===== src/rtl/pipeline_hazard_ctrl_pkg.sv =====
// Shared definitions for the pipeline hazard controller: FSM states, widths and
// the hard-wired zero register.
package pipeline_hazard_ctrl_pkg;
  localparam int REG_AW      = 5;
  localparam int CNT_W       = 16;
  localparam int STALL_CNT_W = 2;
  localparam int ZERO_REG    = 0;

  typedef enum logic [1:0] {
    ST_RUN    = 2'd0,
    ST_STALL  = 2'd1,
    ST_FREEZE = 2'd2
  } hz_state_e;
endpackage


===== src/rtl/pipeline_hazard_ctrl_sat_counter.sv =====
// Saturating up-counter with enable and asynchronous active-low clear.
module sat_counter #(
  parameter int CNT_W = pipeline_hazard_ctrl_pkg::CNT_W
) (
  input  logic             clk,
  input  logic             clr_n,
  input  logic             en,
  output logic [CNT_W-1:0] count
);
  logic [CNT_W-1:0] count_q, count_d;

  always_comb begin
    count_d = count_q;
    if (en && (count_q != '1)) count_d = count_q + CNT_W'(1);
  end

  always_ff @(posedge clk or negedge clr_n) begin
    if (!clr_n) count_q <= '0;
    else        count_q <= count_d;
  end

  assign count = count_q;
endmodule


===== src/rtl/pipeline_hazard_ctrl.sv =====
// Load-use / branch hazard stall, branch flush and memory-freeze control for a
// five-stage pipeline, with saturating stall and flush performance counters.
module pipeline_hazard_ctrl #(
  parameter int REG_AW = pipeline_hazard_ctrl_pkg::REG_AW,
  parameter int CNT_W  = pipeline_hazard_ctrl_pkg::CNT_W
) (
  input  logic              clk,
  input  logic              rst_n,
  input  logic [REG_AW-1:0] id_rs,
  input  logic [REG_AW-1:0] id_rt,
  input  logic              id_uses_rt,
  input  logic              id_is_branch,
  input  logic              ex_mem_read,
  input  logic              ex_reg_write,
  input  logic [REG_AW-1:0] ex_rd,
  input  logic              mem_mem_read,
  input  logic [REG_AW-1:0] mem_rd,
  input  logic              branch_taken,
  input  logic              dmem_busy,
  output logic              pc_write,
  output logic              if_id_write,
  output logic              if_id_flush,
  output logic              id_ex_bubble,
  output logic [CNT_W-1:0]  stall_cycles,
  output logic [CNT_W-1:0]  flush_count
);
  import pipeline_hazard_ctrl_pkg::*;

  hz_state_e              state_q, state_d;
  logic [STALL_CNT_W-1:0] stall_cnt_q, stall_cnt_d;
  logic                   load_use, br_ex, br_mem, br_load;

  function automatic logic reg_match(input logic [REG_AW-1:0] r,
                                     input logic [REG_AW-1:0] rs,
                                     input logic [REG_AW-1:0] rt,
                                     input logic              uses_rt);
    return (r != REG_AW'(ZERO_REG)) && ((r == rs) || (uses_rt && (r == rt)));
  endfunction

  always_comb begin
    state_d      = state_q;
    stall_cnt_d  = stall_cnt_q;
    pc_write     = 1'b1;
    if_id_write  = 1'b1;
    id_ex_bubble = 1'b0;
    if_id_flush  = 1'b0;

    load_use = ex_mem_read && reg_match(ex_rd, id_rs, id_rt, id_uses_rt);
    br_ex    = id_is_branch && ex_reg_write && reg_match(ex_rd, id_rs, id_rt, id_uses_rt);
    br_mem   = id_is_branch && mem_mem_read && reg_match(mem_rd, id_rs, id_rt, id_uses_rt);
    br_load  = id_is_branch && load_use;

    if (dmem_busy) begin
      // A freeze discards any pending stall; the hazard is re-evaluated on exit.
      pc_write    = 1'b0;
      if_id_write = 1'b0;
      state_d     = ST_FREEZE;
      stall_cnt_d = '0;
    end else if (state_q == ST_STALL) begin
      pc_write     = 1'b0;
      if_id_write  = 1'b0;
      id_ex_bubble = 1'b1;
      stall_cnt_d  = stall_cnt_q - STALL_CNT_W'(1);
      if (stall_cnt_q <= STALL_CNT_W'(1)) state_d = ST_RUN;
    end else begin
      // RUN, or FREEZE whose release cycle behaves exactly like RUN.
      state_d     = ST_RUN;
      stall_cnt_d = '0;
      if (load_use || br_ex || br_mem) begin
        pc_write     = 1'b0;
        if_id_write  = 1'b0;
        id_ex_bubble = 1'b1;
        if (br_load) begin
          state_d     = ST_STALL;
          stall_cnt_d = STALL_CNT_W'(1);
        end
      end else begin
        if_id_flush = branch_taken;
      end
    end

    if (!rst_n) begin
      pc_write     = 1'b0;
      if_id_write  = 1'b0;
      if_id_flush  = 1'b1;
      id_ex_bubble = 1'b1;
    end
  end

  always_ff @(posedge clk or negedge rst_n) begin
    if (!rst_n) begin
      state_q     <= ST_RUN;
      stall_cnt_q <= '0;
    end else begin
      state_q     <= state_d;
      stall_cnt_q <= stall_cnt_d;
    end
  end

  sat_counter #(.CNT_W(CNT_W)) u_stall_cnt (
    .clk   (clk),
    .clr_n (rst_n),
    .en    (!pc_write),
    .count (stall_cycles)
  );

  sat_counter #(.CNT_W(CNT_W)) u_flush_cnt (
    .clk   (clk),
    .clr_n (rst_n),
    .en    (if_id_flush),
    .count (flush_count)
  );
endmodule


===== config.mk =====
export PLATFORM = sky130hd
export DESIGN_NAME = pipeline_hazard_ctrl
export DESIGN_NICKNAME = d
export VERILOG_FILES = /design/src/rtl/pipeline_hazard_ctrl_pkg.sv /design/src/rtl/pipeline_hazard_ctrl_sat_counter.sv /design/src/rtl/pipeline_hazard_ctrl.sv
export SDC_FILE = /design/constraint.sdc
export NUM_CORES = 1
export LEC_CHECK = 0
export CORE_AREA = 2 2 56 97
export DETAILED_ROUTE_END_ITERATION = 8
export DIE_AREA = 0 0 58 99
export GPL_TIMING_DRIVEN = 1
export PLACE_DENSITY = 0.74
export REMOVE_ABC_BUFFERS = 1
export SLEW_MARGIN = 20
export SYNTH_ARGS = -nofsm -noshare
export SYNTH_HDL_FRONTEND = slang
export SYNTH_SLANG_ARGS = --single-unit

===== constraint.sdc =====
create_clock -name clk -period 2.05 [get_ports clk]
set_clock_uncertainty 0.2 [all_clocks]
set_input_delay 0.41 -clock clk [delete_from_list [all_inputs] [get_ports clk]]
set_output_delay 0.41 -clock clk [all_outputs]
set_load 0.1 [all_outputs]

# After elaboration in Yosys (flattened, before gate mapping)
# Index checks and enable logic that the tools add are counted.
word_totals:
  register_bits: 36
  latchBits: 0
  ram_bits: 0
  romBits: 0
  output_inout_bits: 36
  mem_count: 0
op_classes:
  add_sub_neg: 3
  n_mul: 0
  n_div: 0
  magnitude_cmp: 1
  eq_ne: 8
  n_shift: 0
  n_mux: 19
  bitwise: 0
  n_reduce_logical: 19
ops:
  columns: ["op", "n"]
  rows:
  - ["$add A16 B1 Y16 const B", 2]
  - ["$ne A16 B16 Y1 const B", 2]
  - ["$eq A5 B5 Y1", 4]
  - ["$mux W1", 14]
  - ["$logic_and A1 B1 Y1", 12]
  - ["$mux W2", 5]
  - ["$reduce_bool A5 Y1", 2]
  - ["$logic_or A1 B1 Y1", 4]
  - ["$ne A3 B2 Y1 const B", 1]
  - ["$eq A2 B1 Y1 const B", 1]
  - ["$le A2 B1 Y1 const B", 1]
  - ["$sub A2 B1 Y2 const B", 1]
  - ["$logic_not A1 Y1", 1]

# Logic depth before layout (Yosys ltp)
# Gate-level depths: netlist of the first run.
logic_depth:
  word_depth: 13
  depth_mapped: 9

# By module
# From an unflattened synthesis of the first run, not the netlist that was laid out.
hier_totals:
  cells_unflattened: 201
  area_unflattened_um2: 2207.1
modules_own_cells:
  columns: ["mod", "instances", "cells_per_inst", "area_per_inst_um2", "seq_area_each_um2"]
  rows:
  - ["sat_counter", 2, 72, 859.6, 400.4]
  - ["pipeline_hazard_ctrl", 1, 57, 488.0, 100.1]

# Worst setup path before layout of the first run
# OpenSTA, ideal clock, no wires.
synth_path:
  path_kind: "in2out"
  startpoint: "in mem_rd[1]"
  endpoint: "out pc_write"
  t_arrival_ns: 3.128
  required_ns: 1.440
  setup_slack_ns: -1.688
  stages: 5
  path_buffers: 1
  path_cell_list: "or4_1 o211ai_1 o32ai_4 nor2_1 buf_4"
synth_via:
  elab_chain_cells: 10
synth_rtl:
  columns: ["element", "line_no", "source"]
  rows:
  - ["start: declaration", "pipeline_hazard_ctrl.sv:17", "input logic [REG_AW-1:0] mem_rd,"]
  - ["$eq A5 B5 Y1", "pipeline_hazard_ctrl.sv:37", "return (r != REG_AW'(ZERO_REG)) && ((r == rs) || (uses_rt && (r == rt)));"]
  - ["$logic_and A1 B1 Y1", "pipeline_hazard_ctrl.sv:37", null]
  - ["$logic_or A1 B1 Y1", "pipeline_hazard_ctrl.sv:37", null]
  - ["$logic_and A1 B1 Y1 *", "pipeline_hazard_ctrl.sv:37", null]
  - ["$logic_and A1 B1 Y1 *", "pipeline_hazard_ctrl.sv:50", "br_mem = id_is_branch && mem_mem_read && reg_match(mem_rd, id_rs, id_rt, id_uses_rt);"]
  - ["$logic_or A1 B1 Y1 *", "pipeline_hazard_ctrl.sv:69", "if (load_use || br_ex || br_mem) begin"]
  - ["$mux W1 * (4 in series)", null, null]
  - ["end: declaration", "pipeline_hazard_ctrl.sv:20", "output logic pc_write,"]
# Mark *: on every way between the ends. The rest lies on a longest branch, timed or not.

# Worst setup path in the final report of the first run
layout_path:
  startpoint: "in id_rt[3]"
  endpoint: "out id_ex_bubble"
layout_via:
  elab_chain_cells: 11
layout_rtl:
  columns: ["element", "line_no", "source"]
  rows:
  - ["start: declaration", "pipeline_hazard_ctrl.sv:10", "input logic [REG_AW-1:0] id_rt,"]
  - ["$eq A5 B5 Y1", "pipeline_hazard_ctrl.sv:37", null]
  - ["$logic_and A1 B1 Y1", "pipeline_hazard_ctrl.sv:37", null]
  - ["$logic_or A1 B1 Y1", "pipeline_hazard_ctrl.sv:37", null]
  - ["$logic_and A1 B1 Y1", "pipeline_hazard_ctrl.sv:37", null]
  - ["$logic_and A1 B1 Y1 (on tied branches)", "pipeline_hazard_ctrl.sv:48, pipeline_hazard_ctrl.sv:49", null]
  - ["$logic_or A1 B1 Y1", "pipeline_hazard_ctrl.sv:69", null]
  - ["$logic_or A1 B1 Y1 *", "pipeline_hazard_ctrl.sv:69", null]
  - ["$mux W1 *", "pipeline_hazard_ctrl.sv:69", null]
  - ["$mux W1 *", "pipeline_hazard_ctrl.sv:59", "end else if (state_q == ST_STALL) begin"]
  - ["$mux W1 *", "pipeline_hazard_ctrl.sv:53", "if (dmem_busy) begin"]
  - ["$mux W1 *", "pipeline_hazard_ctrl.sv:82", "if (!rst_n) begin"]
  - ["end: declaration", "pipeline_hazard_ctrl.sv:23", "output logic id_ex_bubble,"]
# Marks and branches as above.

==> results.txt, run 1 <==
The flow ran to the end, but the final reports show violations. The final reports fail on negative setup slack. The number of nets in the layout came out at approximately 350. The total area inside the core boundary comes to a little under 5000 um^2.

In this run the cell area measured after placement is roughly 3400 um^2. The area added between synthesis and finish is 94.8%. By startpoint and endpoint, the worst setup path is classified as input port to output pin. The worst-case clock buffer depth came out at 2. TritonCTS built the clock tree. The pin slew with the least headroom to its limit is 416 ps.

The worst register-to-register path ends at u_flush_cnt.count[9]$_DFFE_PN0P_. The internal power is roughly 2.1 mW. The highest attainable clock frequency is 355 MHz. The type of element launching the critical path is an input port. Setup slack on the worst reg-to-reg path comes out at -180 ps.

The cell count of the worst reg-to-reg path is 9. The floorplan die area is 5740 um^2. A synthesized cell averages 10.7 um^2.

The post-route worst setup slack is -765 ps. The via count of the first global-routing pass is around 2200. Dividing the final minimum period by the clock period gives 1.37. The flop and latch count out of synthesis came out at 36. The summed area of non-filler cells in the final layout came out at between 3000 and 4000 um^2. The largest net degree at the start of global routing came out at 34. The unique cell type count in the Yosys netlist is 30. The worst hold slack came out at 24.6 ps. The number of standard cells in the layout, taps in and fillers out is 371. The max-slew headroom at the worst pin is 0.721. The share of total power dissipated in the clock network is 0.128. The type of the most critical hold path is input port to async pin. The all-layer global routing usage is 0.252. Of the total power, combinational logic draws 0.637.

The weighted congestion at the end of routability-driven global placement is approximately 0.86. For this block, the via count after detailed routing is 1986. The data arrival at the endpoint of the critical path is 2200 ps. The overall routed net length came out at 6.93 mm. Setup repair after global routing could not meet its margin everywhere.

The tool flagged a number of max-cap violations equal to 0. The number of routed nets with antenna violations came out at 0. The placed wire-length estimate is 4.57 mm. The number of DRC markers after the initial detailed-route iteration came out at 39. In this run the horizontal extent of the chip is 58 um. The critical-path maximum fanout came out at 4. The final routed DRC violation total came out at 0.

The peak supply drop came out at 1470 uV. The cell row count is 34. The synthesized instance count came out at between 150 and 200. The final number of max-transition violations is 0. The die outline height came out at slightly below 100 um. The smallest clock period supported by the final layout is computed as 2810 ps. The startpoint of the worst-slack reg-to-reg timing path is u_flush_cnt.count[0]$_DFFE_PN0P_. The initial utilization of the core area, before any placement, comes to 0.401. The worst setup path is captured at an output pin. The wire length of the first global-routing pass is 10.9 mm. The H-tree generated during clock tree synthesis spans 2 levels.

The analysis attributes to cell leakage a power of 1.74 nW. The number of fillers in the final layout is 290. The aggregate global routing overflow is 0.

The cell total after placement is 351. 65 I/O pins were placed. Clock tree synthesis selected as its root buffer the cell clkbuf_8. Dividing total power by cell area gives a power density of 1040 nW/um^2. The number of optimization iterations in the first detailed-route pass is 4. The final hold violation count is 0. The switching part of the total power came out at 0.470.

The port buffer count is 64. Dividing the detail-routed wire length by the instance count gives 18.7 um. The data required time of the critical path came out at 1440 ps. The switching power came out at between 1.5 and 2 mW. The Yosys step of the flow raised 0 warnings. Using the TritonRoute via totals, the vias-per-cell ratio works out to roughly 5.4. The clock-pin slew on the worst setup and hold paths came out at 70 ps. The sequential fraction of the synthesis area came out at 0.455.

The ratio of cells with drive above 1 in the final layout came out at 0.508. Setup violations remaining at the end of the flow were counted as 36. At the end of the flow the core is filled with cells to 0.781. The number of antenna repair diodes came out at 0.

The number of sinks on the clock net is 36. The number of antenna violations at the first check in global routing was 0. The number of clock buffers added by TritonCTS is 5. The clock latency at the later pin of the worst-skew pair came out at 280 ps. The synthesized cell area came out at 1980 um^2. Adding up every negative setup slack in the final design gives -20420 ps.

The fraction of power consumed by sequential logic came out at 0.235.
-- registers in the layout (all words and copies together), names as in the netlist --
signal	cells
u_flush_cnt.count	16
stall_cnt_q	2
u_stall_cnt.count	16
state_q	2
-- worst max path at each step --
stage / slack [ps] / end / cells past startpoint / from
6_report: -760 / id_ex_bubble / 8 / id_rt[3]
4_1_cts: -580 / pc_write / 7 / mem_rd[3]
5_1_grt: -800 / id_ex_bubble / 8 / id_rt[3]
2_1_floorplan: -2380 / if_id_write / 4 / mem_rd[1]
3_5_place_dp: -1080 / id_ex_bubble / 9 / ex_rd[0]
3_3_place_gp: -1020 / id_ex_bubble / 9 / id_rt[4]
-- what timing repair did --
action	4_1_cts	5_1_grt
pin swaps	41	16
hold buffers	1	0
setup buffers	6	5
gates cloned	2	0
hold endpoints to repair	3	0
gates resized for setup	104	12
endpoints found under the setup margin	38	36
-- placed cells by master (no fill, tap or decap), types with 3 or more instances in the layout --
| cell | instances |
|---|---|
| and4_1 | 4 |
| nand3_1 | 9 |
| ha_1 | 3 |
| clkdlybuf4s50_1 | 7 |
| and3_1 | 8 |
| buf_6 | 7 |
| dlygate4sd2_1 | 6 |
| xor2_1 | 12 |
| mux2_4 | 3 |
| buf_2 | 8 |
| xnor2_1 | 27 |
| nand3_2 | 7 |
| buf_12 | 38 |
| and2_1 | 7 |
| buf_4 | 58 |
| inv_1 | 3 |
| clkbuf_8 | 6 |
| dfrtp_1 | 36 |
| nand4_1 | 13 |
| nor2_1 | 3 |
| xor2_2 | 8 |
| buf_8 | 3 |
| nand2_1 | 5 |
-- synthesized netlist by cell type --
library cell / n / share of area
ha_1: 3 / 0.019
dfrtp_1: 36 / 0.46
xnor2_1: 29 / 0.13
buf_6: 1 / 0.0057
a21oi_1: 1 / 0.0025
mux2_1: 3 / 0.017
o32ai_4: 1 / 0.014
o211ai_1: 1 / 0.0038
or2_1: 1 / 0.0032
clkbuf_1: 4 / 0.0076
and2_1: 7 / 0.022
nand3_1: 16 / 0.040
buf_4: 3 / 0.011
a32oi_1: 2 / 0.0089
nor3_1: 2 / 0.0051
nor2b_1: 2 / 0.0063
o22ai_2: 1 / 0.0063
inv_1: 3 / 0.0057
or4_1: 2 / 0.0076
o31ai_1: 1 / 0.0038
nand4_1: 13 / 0.041
nand2_1: 7 / 0.013
nor2_1: 7 / 0.013
and4b_1: 1 / 0.0051
o21a_4: 1 / 0.0076
o21ai_1: 3 / 0.0076
nor4_1: 2 / 0.0063
and3_1: 8 / 0.025
xor2_1: 20 / 0.089
and4_1: 4 / 0.018
-- metrics by stage --
stage	worst slack (ps)	power, mW
4_1_cts	-582	3.99
2_1_floorplan	-2380	2.28
5_1_grt	-802	4.17
3_3_place_gp	-1020	3.34
6_report	-765	4.01
3_5_place_dp	-1080	3.37
-- layer usage --
metal | wire length (um) | vias up | GRT usage | share of wire
met1 | 2220 | 975 | 0.255 | 0.32
met4 | 302 | 0 | 0.113 | 0.044
met3 | 503 | 24 | 0.0564 | 0.073
li1 | - | 907 | - | -
met2 | 3900 | 80 | 0.472 | 0.56
met5 | 0 | - | 0 | 0
-- worst max-delay path, cell delays in order --
cell and delay [ps]:
buf_2 130, xor2_1 180, nor4_2 440, a32oi_2 230
o32ai_4 390, nor2_2 70, o21ai_2 160, buf_12 190
-- power groups by stage --
stage	Combinational [mW]	Sequential [mW]	Clock [mW]
finish	2.55	0.941	0.515
global placement	2.40	0.942	0
floorplan	0.331	1.95	0
detailed placement	2.42	0.948	0
CTS	2.53	0.942	0.522
global route	2.66	0.963	0.552
-- cells by family after synthesis --
family	Yosys count	synth area share
xor gates and xnor gates	49	0.217
and+or+nand+nor	72	0.207
buffers and inverters	11	0.0304
adders and majority gates	3	0.0190
AOI/OAI and AO/OA	11	0.0544
muxes	3	0.0171
DFF	36	0.455
-- layout make-up --
| type | count | area [um^2] | area share |
|---|---|---|---|
| repair buffers | 131 | 1540 | 0.400 |
| multi-input cells | 139 | 1240 | 0.322 |
| flip-flops and latches | 36 | 901 | 0.234 |
| clock buffers | 8 | 90.1 | 0.0234 |
| well taps | 54 | 67.6 | 0.0175 |
| inverters | 3 | 11.3 | 0.00292 |
Power figures use the tool's default switching activity.
==> inputs of run 2 (changes only) <==
- CORE_AREA: 2 2 56 97 -> 5 5 59 100
- DIE_AREA: 0 0 58 99 -> 0 0 64 105
==> results.txt, run 2 (synthesized netlist as in run 1, its figures left out) <==
The peak supply drop came out at 1100 uV (was 1470 uV). The H-tree level count came out at 2 (unchanged). The ratio of cells with drive above 1 in the final layout is 0.459 (was 0.508).

The routed via count divided by cell count came out at 5.33 (was 5.35). The shortest clock period the worst path allows after layout came out at 2620 ps (was 2810 ps). The type of element launching the critical path was an input port (unchanged). The final hold violation count came out at 0 (unchanged). The clock latency at the later pin of the worst-skew pair came out at 290 ps (was 280 ps).

The cell chosen for the clock root is clkbuf_8 (unchanged). The start-to-end type of the worst setup path is input port to output pin (unchanged). The total negative setup slack came out at -12230 ps (was -20420 ps). RSZ-0062 raised after global routing: true (unchanged). The wire length of the first global-routing pass was 11.1 mm (was 10.9 mm).

The overall routed net length is 6.67 mm (was 6.93 mm). The CTS buffer count came out at 5 (unchanged). The max-slew headroom at the worst pin came out at 0.734 (was 0.721).

The core footprint came out at 4980 um^2 (was 4930 um^2). The post-route worst setup slack was -574 ps (was -765 ps). The data required time of the critical path was 1440 ps (about the same).

Status: finished with violations (unchanged). The horizontal die dimension was 64 um (was 58 um). The final number of max-transition violations came out at 0 (unchanged). The number of fillers in the final layout came out at 326 (was 290). The largest net degree at the start of global routing came to 33 (was 34).

The number of sinks on the clock net is 36 (unchanged). The number of routed nets with antenna violations is 0 (unchanged). The final design utilization came out at 0.755 (was 0.781). Commonest cells after routing, fill and taps aside: 54 x buf_4, 37 x buf_12, 36 x dfrtp_1 (was 58 x buf_4, 38 x buf_12, 36 x dfrtp_1). The die outline height came out at 105 um (was 99 um). The via count of the first global-routing pass is 2259 (was 2190).

The floorplan die area came out at 6720 um^2 (was 5740 um^2). The number of DRC markers after the initial detailed-route iteration is 53 (was 39). The final cycle utilization of the critical path is 1.28 (was 1.37). The worst-case clock buffer depth came out at 2 (unchanged). The number of top-level pins is 65 (unchanged). The number of antenna repair diodes is 0 (unchanged).

The all-layer global routing usage came out at 0.209 (was 0.252). The total power density per cell area is 1060 nW/um^2 (was 1040 nW/um^2). The cell row count came out at 34 (unchanged). The aggregate global routing overflow came out at 0 (unchanged). The number of max-cap violations came to 0 (unchanged). The number of vias in the routed layout came to 1960 (was 1986). The final routed DRC violation total is 0 (unchanged). The port buffer count is 64 (unchanged). The highest attainable clock frequency came out at 381 MHz (was 355 MHz). The data arrival at the endpoint of the critical path came to 2010 ps (was 2200 ps). The mean routed wirelength per cell is 18.1 um (was 18.7 um).

The number of optimization iterations in the first detailed-route pass came to 4 (unchanged). Failing checks: negative setup slack (unchanged). The leakage component of the power came out at 1.71 nW (was 1.74 nW).

The weighted congestion at the end of routability-driven global placement is 0.881 (was 0.863). The number of antenna violations at the first check in global routing came out at 0 (unchanged). The setup violation total in the final timing report came out at 36 (unchanged). The placed wire-length estimate came to 4.71 mm (was 4.57 mm). The pin slew with the least headroom to its limit came out at 399 ps (was 416 ps).

The combined area of the multi-input logic cells is 1160 um^2 (was 1240 um^2). The type of the most critical hold path was input port to async pin (unchanged). The storage element area was 901 um^2 (unchanged). The endpoint class of the critical path is an output pin (unchanged). The number of nets in the layout is 345 (was 348). The critical-path maximum fanout is 4 (unchanged). The commonest non-fill, non-tap cell in the layout is buf_4 (unchanged).

The clock-pin slew on the worst setup and hold paths is 70 ps (about the same). The clock tree from TritonCTS is built (unchanged). The initial cell density of the core came out at 0.397 (was 0.401). The area added between synthesis and finish is 89.9% (was 94.8%).
[run 2: cell count changes in the layout (fill, tap and decap cells not counted), sizes merged]
cell / delta
clkdlybuf4s15: +1
clkbuf: -1
buf: -5
clkinv: +2
[run 2: worst max-delay path, cell delays in order]
cell and delay, ps:
clkdlybuf4s15_2 210, buf_6 130, xor2_1 170, nor3_2 180
a32oi_2 110, o32ai_4 350, nor2_1 90, o21ai_2 170
buf_12 190
[run 2: final cells by class]
cell class | instances | share of cell area
clock inverter | 2 | 0.00266
multi-input combinational | 139 | 0.310
timing repair buffer | 128 | 0.405
sequential | 36 | 0.240
inverter | 3 | 0.00300
tap | 54 | 0.0180
clock buffer | 6 | 0.0220
[run 2: layer usage]
layer  vias to the layer above  routed length, um  GRT usage
met5                         -                  0          0
met4                         0                252      0.108
met3                        20                314     0.0408
met2                        70               3780      0.391
met1                       966               2320      0.207
li1                        904                  -          -
[run 2: path summary, 6_finish.rpt]
kind | from | end | slack [ps] | cells past startpoint
worst max register to register | u_flush_cnt.count[0]$_DFFE_PN0P_ | u_flush_cnt.count[1]$_DFFE_PN0P_ | -200 | 7
worst min register to register | stall_cnt_q[0]$_DFF_PN0_ | stall_cnt_q[0]$_DFF_PN0_ | 280 | 1
worst max-delay path | ex_rd[0] | id_ex_bubble | -570 | 9
min in group clk | stall_cnt_q[0]$_DFF_PN0_ | stall_cnt_q[0]$_DFF_PN0_ | 280 | 1
worst min-delay path | rst_n | u_flush_cnt.count[11]$_DFFE_PN0P_ | 130 | 3
max in group asynchronous | rst_n | stall_cnt_q[1]$_DFF_PN0_ | 1010 | 3
[run 2: power by group]
| group | switching [mW] | total, mW | internal [mW] | leakage (nW) |
|---|---|---|---|---|
| Combinational | 1.54 | 2.53 | 0.989 | 1.18 |
| Clock | 0.254 | 0.522 | 0.268 | 0.0510 |
| Sequential | 0.0982 | 0.946 | 0.848 | 0.475 |
[run 2: metrics by stage]
stage	total power, mW	instance area (um^2)	worst slack [ps]	std cells	hold WS [ps]
2_1_floorplan	2.28	1930	-2380	177	-85.6
5_1_grt	4.15	3760	-665	368	174
3_3_place_gp	3.34	3420	-1050	350	153
6_report	4.00	3760	-574	368	127
4_1_cts	3.99	3710	-572	366	142
3_5_place_dp	3.39	3420	-1110	350	158
[run 2: repair_timing]
item                                    in CTS  in global routing
pin swaps                                   24                 12
setup buffers                                5                  3
hold endpoints to repair                     4                  0
hold buffers                                 1                  0
gates cloned                                 2                  0
gates resized for setup                     93                 11
endpoints found under the setup margin      36                 36
